[src/rtl/wb_stream_master_if.sv]
// Signal bundle for wb_stream_master: command/response byte streams plus the
// classic WISHBONE master port (22-bit address, 32-bit data).
interface wb_stream_master_if;
  logic [7:0]  cmd_tdata;
  logic        cmd_tvalid;
  logic        cmd_tready;
  logic [7:0]  rsp_tdata;
  logic        rsp_tvalid;
  logic        rsp_tready;
  logic        wb_cyc_o;
  logic        wb_stb_o;
  logic        wb_we_o;
  logic [21:0] wb_adr_o;
  logic [31:0] wb_dat_o;
  logic [3:0]  wb_sel_o;
  logic [31:0] wb_dat_i;
  logic        wb_ack_i;
  logic        wb_err_i;
  logic        wb_rty_i;

  modport master (
    input  cmd_tdata, cmd_tvalid, rsp_tready, wb_dat_i, wb_ack_i, wb_err_i, wb_rty_i,
    output cmd_tready, rsp_tdata, rsp_tvalid,
    output wb_cyc_o, wb_stb_o, wb_we_o, wb_adr_o, wb_dat_o, wb_sel_o
  );

  modport slave (
    output cmd_tdata, cmd_tvalid, rsp_tready, wb_dat_i, wb_ack_i, wb_err_i, wb_rty_i,
    input  cmd_tready, rsp_tdata, rsp_tvalid,
    input  wb_cyc_o, wb_stb_o, wb_we_o, wb_adr_o, wb_dat_o, wb_sel_o
  );
endinterface

[src/rtl/wb_stream_master.sv]
// Byte-stream to classic WISHBONE bridge: framed commands become single bus cycles,
// status (and read data) return on the response stream. Define WB_TIMEOUT_EN for a bus timeout.
module wb_stream_master #(
  parameter int unsigned TIMEOUT_CYCLES = 1024
) (
  input  logic               clk_i,
  input  logic               rst_i,
  wb_stream_master_if.master bus
);

  localparam logic [2:0] ST_HDR      = 3'd0;
  localparam logic [2:0] ST_ADDR     = 3'd1;
  localparam logic [2:0] ST_WDATA    = 3'd2;
  localparam logic [2:0] ST_BUS      = 3'd3;
  localparam logic [2:0] ST_RSP_STAT = 3'd4;
  localparam logic [2:0] ST_RSP_DATA = 3'd5;

  logic [2:0]  state;
  logic [1:0]  cnt;
  logic        we_q;
  logic [3:0]  sel_q;
  logic [21:0] adr_q;
  logic [31:0] dat_q;
  logic [31:0] rdata;
  logic        cyc;
  logic        wb_we;
  logic [3:0]  wb_sel;
  logic [21:0] wb_adr;
  logic [31:0] wb_dat;
  logic        rsp_valid;
  logic [7:0]  rsp_data;

  logic        cmd_ready;
  logic        cmd_fire;
  logic        rsp_fire;
  logic        term_any;
  logic        timeout_hit;
  logic [7:0]  status_next;

  assign cmd_ready = !rst_i && (state == ST_HDR || state == ST_ADDR || state == ST_WDATA);
  assign cmd_fire  = cmd_ready && bus.cmd_tvalid;
  assign rsp_fire  = rsp_valid && bus.rsp_tready;
  assign term_any  = bus.wb_ack_i || bus.wb_err_i || bus.wb_rty_i;

  // err beats rty beats ack; no termination at all can only mean a timeout
  always_comb begin
    status_next = 8'h00;
    if (bus.wb_err_i)       status_next = 8'h01;
    else if (bus.wb_rty_i)  status_next = 8'h03;
    else if (!bus.wb_ack_i) status_next = 8'h02;
  end

`ifdef WB_TIMEOUT_EN
  localparam int unsigned TW = $clog2(TIMEOUT_CYCLES + 1);
  logic [TW-1:0] tmo_cnt;

  always_ff @(posedge clk_i) begin
    if (rst_i || state != ST_BUS) tmo_cnt <= '0;
    else                          tmo_cnt <= tmo_cnt + 1'b1;
  end

  assign timeout_hit = (state == ST_BUS) && (tmo_cnt == TW'(TIMEOUT_CYCLES - 1));
`else
  assign timeout_hit = 1'b0;
`endif

  // Parsing fills shadow registers; bus outputs only change when BUS is entered
  always_ff @(posedge clk_i) begin
    if (rst_i) begin
      state     <= ST_HDR;
      cnt       <= '0;
      we_q      <= 1'b0;
      sel_q     <= '0;
      adr_q     <= '0;
      dat_q     <= '0;
      rdata     <= '0;
      cyc       <= 1'b0;
      wb_we     <= 1'b0;
      wb_sel    <= '0;
      wb_adr    <= '0;
      wb_dat    <= '0;
      rsp_valid <= 1'b0;
      rsp_data  <= '0;
    end else begin
      case (state)
        ST_HDR: begin
          if (cmd_fire) begin
            we_q  <= bus.cmd_tdata[7];
            sel_q <= bus.cmd_tdata[3:0];
            cnt   <= '0;
            state <= ST_ADDR;
          end
        end
        ST_ADDR: begin
          if (cmd_fire) begin
            adr_q <= {adr_q[13:0], bus.cmd_tdata};
            if (cnt == 2'd2) begin
              cnt <= '0;
              if (we_q) begin
                state <= ST_WDATA;
              end else begin
                state  <= ST_BUS;
                cyc    <= 1'b1;
                wb_we  <= 1'b0;
                wb_sel <= sel_q;
                wb_adr <= {adr_q[13:0], bus.cmd_tdata};
              end
            end else begin
              cnt <= cnt + 2'd1;
            end
          end
        end
        ST_WDATA: begin
          if (cmd_fire) begin
            dat_q <= {dat_q[23:0], bus.cmd_tdata};
            if (cnt == 2'd3) begin
              cnt    <= '0;
              state  <= ST_BUS;
              cyc    <= 1'b1;
              wb_we  <= 1'b1;
              wb_sel <= sel_q;
              wb_adr <= adr_q;
              wb_dat <= {dat_q[23:0], bus.cmd_tdata};
            end else begin
              cnt <= cnt + 2'd1;
            end
          end
        end
        ST_BUS: begin
          if (term_any || timeout_hit) begin
            cyc       <= 1'b0;
            state     <= ST_RSP_STAT;
            rsp_valid <= 1'b1;
            rsp_data  <= status_next;
            rdata     <= (status_next == 8'h00) ? bus.wb_dat_i : 32'h0000_0000;
          end
        end
        ST_RSP_STAT: begin
          if (rsp_fire) begin
            if (we_q) begin
              rsp_valid <= 1'b0;
              state     <= ST_HDR;
            end else begin
              rsp_data <= rdata[31:24];
              rdata    <= {rdata[23:0], 8'h00};
              cnt      <= '0;
              state    <= ST_RSP_DATA;
            end
          end
        end
        ST_RSP_DATA: begin
          if (rsp_fire) begin
            if (cnt == 2'd3) begin
              rsp_valid <= 1'b0;
              cnt       <= '0;
              state     <= ST_HDR;
            end else begin
              rsp_data <= rdata[31:24];
              rdata    <= {rdata[23:0], 8'h00};
              cnt      <= cnt + 2'd1;
            end
          end
        end
        default: state <= ST_HDR;
      endcase
    end
  end

  assign bus.cmd_tready = cmd_ready;
  assign bus.rsp_tvalid = rsp_valid;
  assign bus.rsp_tdata  = rsp_data;
  assign bus.wb_cyc_o   = cyc;
  assign bus.wb_stb_o   = cyc;
  assign bus.wb_we_o    = wb_we;
  assign bus.wb_sel_o   = wb_sel;
  assign bus.wb_adr_o   = wb_adr;
  assign bus.wb_dat_o   = wb_dat;

endmodule
[src/flat_wrapper.sv]
// flat-port wrapper written by rule: the top's interface ports become plain ports
module wb_stream_master_flat 
#(
  parameter int unsigned TIMEOUT_CYCLES = 1024
)
  (clk_i, rst_i, bus_cmd_tdata, bus_cmd_tvalid, bus_rsp_tready, bus_wb_dat_i, bus_wb_ack_i, bus_wb_err_i, bus_wb_rty_i, bus_cmd_tready, bus_rsp_tdata, bus_rsp_tvalid, bus_wb_cyc_o, bus_wb_stb_o, bus_wb_we_o, bus_wb_adr_o, bus_wb_dat_o, bus_wb_sel_o);
  wb_stream_master_if bus_i ();
  input  logic clk_i;
  input  logic rst_i;
  input wire logic [$bits(bus_i.cmd_tdata)-1:0] bus_cmd_tdata;
  input wire logic [$bits(bus_i.cmd_tvalid)-1:0] bus_cmd_tvalid;
  input wire logic [$bits(bus_i.rsp_tready)-1:0] bus_rsp_tready;
  input wire logic [$bits(bus_i.wb_dat_i)-1:0] bus_wb_dat_i;
  input wire logic [$bits(bus_i.wb_ack_i)-1:0] bus_wb_ack_i;
  input wire logic [$bits(bus_i.wb_err_i)-1:0] bus_wb_err_i;
  input wire logic [$bits(bus_i.wb_rty_i)-1:0] bus_wb_rty_i;
  output wire logic [$bits(bus_i.cmd_tready)-1:0] bus_cmd_tready;
  output wire logic [$bits(bus_i.rsp_tdata)-1:0] bus_rsp_tdata;
  output wire logic [$bits(bus_i.rsp_tvalid)-1:0] bus_rsp_tvalid;
  output wire logic [$bits(bus_i.wb_cyc_o)-1:0] bus_wb_cyc_o;
  output wire logic [$bits(bus_i.wb_stb_o)-1:0] bus_wb_stb_o;
  output wire logic [$bits(bus_i.wb_we_o)-1:0] bus_wb_we_o;
  output wire logic [$bits(bus_i.wb_adr_o)-1:0] bus_wb_adr_o;
  output wire logic [$bits(bus_i.wb_dat_o)-1:0] bus_wb_dat_o;
  output wire logic [$bits(bus_i.wb_sel_o)-1:0] bus_wb_sel_o;
  assign bus_i.cmd_tdata = bus_cmd_tdata;
  assign bus_i.cmd_tvalid = bus_cmd_tvalid;
  assign bus_i.rsp_tready = bus_rsp_tready;
  assign bus_i.wb_dat_i = bus_wb_dat_i;
  assign bus_i.wb_ack_i = bus_wb_ack_i;
  assign bus_i.wb_err_i = bus_wb_err_i;
  assign bus_i.wb_rty_i = bus_wb_rty_i;
  assign bus_cmd_tready = bus_i.cmd_tready;
  assign bus_rsp_tdata = bus_i.rsp_tdata;
  assign bus_rsp_tvalid = bus_i.rsp_tvalid;
  assign bus_wb_cyc_o = bus_i.wb_cyc_o;
  assign bus_wb_stb_o = bus_i.wb_stb_o;
  assign bus_wb_we_o = bus_i.wb_we_o;
  assign bus_wb_adr_o = bus_i.wb_adr_o;
  assign bus_wb_dat_o = bus_i.wb_dat_o;
  assign bus_wb_sel_o = bus_i.wb_sel_o;
  wb_stream_master #(.TIMEOUT_CYCLES(TIMEOUT_CYCLES)) u_core (.clk_i(clk_i), .rst_i(rst_i), .bus(bus_i));
endmodule
[config.mk]
export PLATFORM = sky130hd
export DESIGN_NAME = wb_stream_master_flat
export DESIGN_NICKNAME = d
export VERILOG_FILES = /design/src/rtl/wb_stream_master_if.sv /design/src/rtl/wb_stream_master.sv /design/src/flat_wrapper.sv
export SDC_FILE = /design/constraint.sdc
export NUM_CORES = 1
export LEC_CHECK = 0
export CAP_MARGIN = 15
export CORE_ASPECT_RATIO = 0.6
export CORE_UTILIZATION = 40
export CTS_CLUSTER_DIAMETER = 120
export CTS_CLUSTER_SIZE = 25
export DETAILED_ROUTE_END_ITERATION = 6
export GPL_TIMING_DRIVEN = 1
export PLACE_DENSITY = 0.73
export SLEW_MARGIN = 15
export SYNTH_ARGS = -nofsm -noshare
export SYNTH_HDL_FRONTEND = slang
export SYNTH_SLANG_ARGS = --single-unit
[constraint.sdc]
create_clock -name clk_i -period 2.09 [get_ports clk_i]
set_clock_uncertainty 0.1 [all_clocks]
set_input_delay 0.3135 -clock clk_i [delete_from_list [all_inputs] [get_ports clk_i]]
set_output_delay 0.3135 -clock clk_i [all_outputs]
set_load 0.01 [all_outputs]
# After elaboration in Yosys (flattened, before gate mapping)
# Cells that the tools add are included.
op_classes:
  n_eq_ne: 20
  add_sub_neg: 1
  mux: 66
  n_reduce_logical: 24
ops:
  columns: ["cell", "n"]
  rows:
  - ["32-bit two-way mux", 6]
  - ["22-bit two-way mux", 5]
  - ["32-bit case mux with 3 select lines", 1]
  - ["8-bit two-way mux", 7]
  - ["22-bit case mux with 2 select lines", 1]
  - ["3-bit two-way mux", 10]
  - ["8-bit case mux with 3 select lines", 1]
  - ["4-bit two-way mux", 5]
  - ["2-bit two-way mux", 9]
  - ["3-bit case mux with 6 select lines", 1]
  - ["6-bit AND reduction", 3]
  - ["2-bit by 1-bit != test with 1-bit output (second input constant)", 8]
  - ["1-bit two-way mux", 15]
  - ["7-bit AND reduction", 2]
  - ["2-bit != test (second input constant)", 5]
  - ["2-bit case mux with 5 select lines", 1]
  - ["9-bit AND reduction", 1]
  - ["8-bit zero test", 1]
  - ["4-bit case mux with 2 select lines", 1]
  - ["3-bit by 2-bit equality test with 1-bit output (second input constant)", 2]
  - ["3-bit equality test (second input constant)", 2]
  - ["1-bit case mux with 3 select lines", 2]
  - ["2-bit AND reduction", 3]
  - ["3-bit nonzero test", 2]
  - ["11 further kinds", 17]
totals:
  register_bits: 157
  inputBits: 47
  wordCells: 125
  out_inout_bits: 71

# Logic depth before layout (Yosys ltp)
logic_depth:
  depth_word: 7
  depth_mapped: 8
  depth_no_buf: 6

# Least setup slack after synthesis
# No wires, ideal clock.
synth_path:
  path_kind: "reg2reg"
  from: "register u_core.cnt[0]"
  to: "register u_core.rdata[17]"
  path_buffers: 1
  setup_slack_ns: 0.256
  t_required_ns: 1.849
  path_stages_with_launch: 7
  arrival_ns: 1.594
  path_cell_list: "dfxtp_1 -> ha_1 -> mux2_4 -> o32a_4 -> buf_4 -> a221oi_2 -> nor3_2"
synth_via:
  elab_chain_cells: 3
synth_lines:
  columns: ["item", "line", "rtl"]
  rows:
  - ["start, declared", "wb_stream_master.sv:19", "logic [1:0] cnt;"]
  - ["start signal, assigned", "wb_stream_master.sv:109", "cnt <= cnt + 2'd1;"]
  - ["start signal, assigned", "wb_stream_master.sv:125", "cnt <= cnt + 2'd1;"]
  - ["start signal, assigned", "wb_stream_master.sv:160", "cnt <= cnt + 2'd1;"]
  - ["2-bit equality test", "wb_stream_master.sv:153", "if (cnt == 2'd3) begin"]
  - ["2-bit != test (no line)", null, null]
  - ["6-bit AND reduction (no line)", null, null]
  - ["end signal, assigned", "wb_stream_master.sv:135", "rdata <= (status_next == 8'h00) ? bus.wb_dat_i : 32'h0000_0000;"]
  - ["end signal, assigned", "wb_stream_master.sv:145", "rdata <= {rdata[23:0], 8'h00};"]
  - ["end signal, assigned", "wb_stream_master.sv:159", "rdata <= {rdata[23:0], 8'h00};"]
  - ["end, declared", "wb_stream_master.sv:24", "logic [31:0] rdata;"]
# No other way between the ends.
# A chain may end at the register's enable or synchronous reset.

# Worst setup path after layout
layout_path:
  from: "register u_core.cnt[1]"
  to: "register u_core.rdata[16]"
# Same word-level chain as after synthesis.

==> qor.yml <==
p_sw_mw: 1.50
syn_inst: 725
p_int_mw: 5.38
pwr-share-clk_pct: 49.6
critPathCapture: "u_core.rdata[16]$_SDFFE_PP0P_"
fp.dieH_um: 102
seqCellArea_mm2: 0.00314
num_vias: 5590
r2r-start: "u_core.cnt[1]$_SDFFE_PP0P_"
cp_cell_sequence: "ha_2 > mux2_4 > o32a_4 > buf_4 > a221oi_2 > nor3_2"
coreArea_mm2: 0.0163
via_per_inst: 5.17
worst_slew_pin_slew_ns: 0.870
cp.arrival_ns: 2.19
die_w_um: 169
grt_pass1_wl_um: 27600
grt_max_degree: 85
cts.path.max_buffers: 2
multi_input_area_mm2: 0.00325
drt_iter0_markers: 364
syn_area_mm2: 0.00671
hpwlAfterDp_um: 11200
critPathRequiredTime_ns: 2.27
hold_viol: 0
syn-num-nets: 776
start_util_pct: 41.1
finalCritPeriodShare_pct: 96.3
r2r_cells: 6
tritoncts: "yes"
status: "finished clean"
clk_pin_slew_worst_paths_ns: 0.07
power_frac_comb_pct: 6.2
synth_ff_type: "dfxtp_1"
worstHoldPathType: "primary input to flop"
track_usage_pct: 20.1
cts_root_buf: "clkbuf_16"
gp_congestion: 0.896
htree_levels: 4
antenna_cells: 0
drt_first_pass_iters: 4
slew_headroom_pct: 42.0
hold_ws_ns: 0.101
slew_viol_final: 0
clock_latency_ns: 0.42
switching_share_pct: 21.7
ir_drop_mv: 0.553
seq_power_share_pct: 44.3
synthDistinctLibCells: 49
startpoint: "u_core.cnt[1]$_SDFFE_PP0P_"
clkSinkCount: 157
timing.rr.end: "u_core.rdata[16]$_SDFFE_PP0P_"
wire_per_inst_um: 15.5
rsz0062_at_grt: "no"
cp_max_fo: 8
synth_seq_cells: 157
die_area_mm2: 0.0173
drv_cap: 0
grt_pass1_vias: 5429
endpoint_kind: "flop"
post-route-min-period_ns: 2.01
finalNetCount: 891
num_rows: 36
syn_area_per_cell_um2: 9.25
fmax_ghz: 0.497
cp_slowest_stage_delay_ns: 0.44
drc: 0
yosys_warnings: 0
io_pins: 118
fillers: 1452
cellPowerDensity_mw_per_mm2: 765
drive_gt1_share_pct: 17.5
finalSetupViolCount: 0
p_leak_nw: 3.27
critPathSlowestCell: "o32a_4"
placed_cells: 1048
r2r_slack_ns: 0.08
cts_buffers: 17
numPortBuffers: 117
synthArstFlopShare_pct: 0
ant_nets: 0
area_growth_syn_to_layout_pct: 34.1
ys_seq_area_share_pct: 46.9
grt_overflow: 0
synth_edf_count: 0
routed_wl_um: 16700
fin_setup_tns_ns: 0
worst_setup_path_start_kind: "flop"
instances_no_fill: 1081
grt_antenna_before_repair: 0
critPathKind: "flop to flop"
cts_hold_buffers: 0
cell usage after synthesis, drive strengths merged (2+ instances only):
cell      n  area (µm²)
inv       5        18.8
nor2     58         225
o32a      3        42.5
dfxtp   157        3140
a211oi   26         275
a31oi     2        12.5
nand3    22         110
nand2   134         503
a21oi   100         500
ha        4        50.1
nor3     30         250
nor2b     5        31.3
clkbuf   27         101
nor4b     2        32.5
o32ai     2        25.0
or3       3        18.8
buf      37         246
o21ai     9        45.0
a221oi   25         363
and3      3        18.8
mux2i    49         490
nand2b    5        31.3
repair_timing:
| item | 4_1_cts | 5_1_grt |
|---|---|---|
| gates resized for setup | 3 | 3 |
| endpoints found under the hold margin | 0 | 0 |
| pin swaps | 1 | 1 |
| cloned | 0 | 0 |
| setup buffers | 0 | 1 |
| endpoints found under the setup margin | 1 | 3 |
power groups by stage:
stage               combinational [mW]  clock (mW)  sequential [mW]
detailed placement               0.423           0             3.11
global route                     0.457        3.60             3.05
global placement                 0.421           0             3.11
CTS                              0.426        3.47             3.04
floorplan                        0.205           0             3.11
finish                           0.426        3.41             3.04
state kept, by name (all words and copies together) (netlist names):
name / flops
u_core.bus.wb_dat_o: 32
u_core.rdata: 32
u_core.dat_q: 24
u_core.adr_q: 22
u_core.bus.wb_adr_o: 22
u_core.bus.rsp_tdata: 8
u_core.bus.wb_sel_o: 4
u_core.sel_q: 4
u_core.state: 3
u_core.cnt: 2
u_core.bus.rsp_tvalid: 1
u_core.bus.wb_cyc_o: 1
u_core.bus.wb_we_o: 1
u_core.we_q: 1
worst min-delay path by stage:
stage | slack [ns] | cells past startpoint | startpoint | endpoint
final | 0.10 | 2 | rst_i | u_core.adr_q[1]$_SDFFE_PP0P_
after global routing | 0.09 | 2 | rst_i | u_core.adr_q[2]$_SDFFE_PP0P_
after global placement | 0.34 | 2 | u_core.bus.wb_dat_o[3]$_SDFFE_PP0P_ | u_core.bus.wb_dat_o[3]$_SDFFE_PP0P_
after CTS | 0.08 | 2 | rst_i | u_core.bus.wb_adr_o[6]$_SDFFE_PP0P_
after floorplan | 0.33 | 2 | u_core.rdata[0]$_SDFFE_PP0P_ | u_core.rdata[0]$_SDFFE_PP0P_
after detailed placement | 0.35 | 2 | u_core.bus.wb_dat_o[27]$_SDFFE_PP0P_ | u_core.bus.wb_dat_o[27]$_SDFFE_PP0P_
cells in the final DEF (no fill, tap or decap), types with 2 or more instances in the layout:
cell type and count:
dfxtp_1 156, nand2_1 134, clkdlybuf4s50_1 115, a21oi_1 100, nor2_1 56, mux2i_1 49, buf_4 31, a221oi_2 24
nand3_1 22, nor3_2 20, clkbuf_16 17, a211oi_2 16, buf_12 12, a211oi_1 10, o21ai_0 9, nor3_1 9
inv_1 5, nand2b_1 5, bufinv_16 5, nor2b_1 4, and3_1 3, or3_1 3, ha_1 3, clkinv_4 3
o32a_1 2, a31oi_1 2, clkinv_2 2, inv_6 2
stage by stage:
step	power (mW)	area, µm²	setup WS [ns]	utilization (%)
2_1_floorplan	3.32	6710	0.256	-
3_3_place_gp	3.53	8310	-0.0148	51.0
3_5_place_dp	3.53	8310	-0.0543	51.0
4_1_cts	6.94	8970	0.0691	55.0
5_1_grt	7.10	8990	0.0108	55.1
6_report	6.88	8990	0.0783	55.1
logic make-up after synthesis:
kind of cell / Yosys count / share of synthesized area (%)
AND/OR/NAND/NOR: 268 / 19.0
AO/OA/AOI/OAI: 176 / 20.3
flip-flops: 157 / 46.9
buffers and inverters: 69 / 5.47
multiplexers: 50 / 7.54
adder cells (fa/ha/maj): 4 / 0.746
XOR/XNOR: 1 / 0.131
routing by layer:
layer  part of all wire [%]  track usage (%)
met3                    5.2             5.42
met5                      0                0
met1                     50             28.5
met4                   0.44             3.95
met2                     44             30.5
critical path, delay by kind of cell (launching register included):
family	cells	cell delay [ns]
flops	1	0.35
buf+inv	1	0.18
mux	1	0.29
compound gates	2	0.69
fa+ha+maj	1	0.20
simple gates	1	0.07
layout make-up:
| class | instances | share of cell area (%) |
|---|---|---|
| Clock buffer | 19 | 4.93 |
| Sequential cell | 157 | 35.0 |
| Multi-Input combinational cell | 499 | 36.1 |
| Tap cell | 228 | 3.17 |
| Timing Repair Buffer | 160 | 18.3 |
| Inverter | 5 | 0.209 |
| Clock inverter | 13 | 2.35 |
No activity file was read; power rests on OpenSTA's default activity.
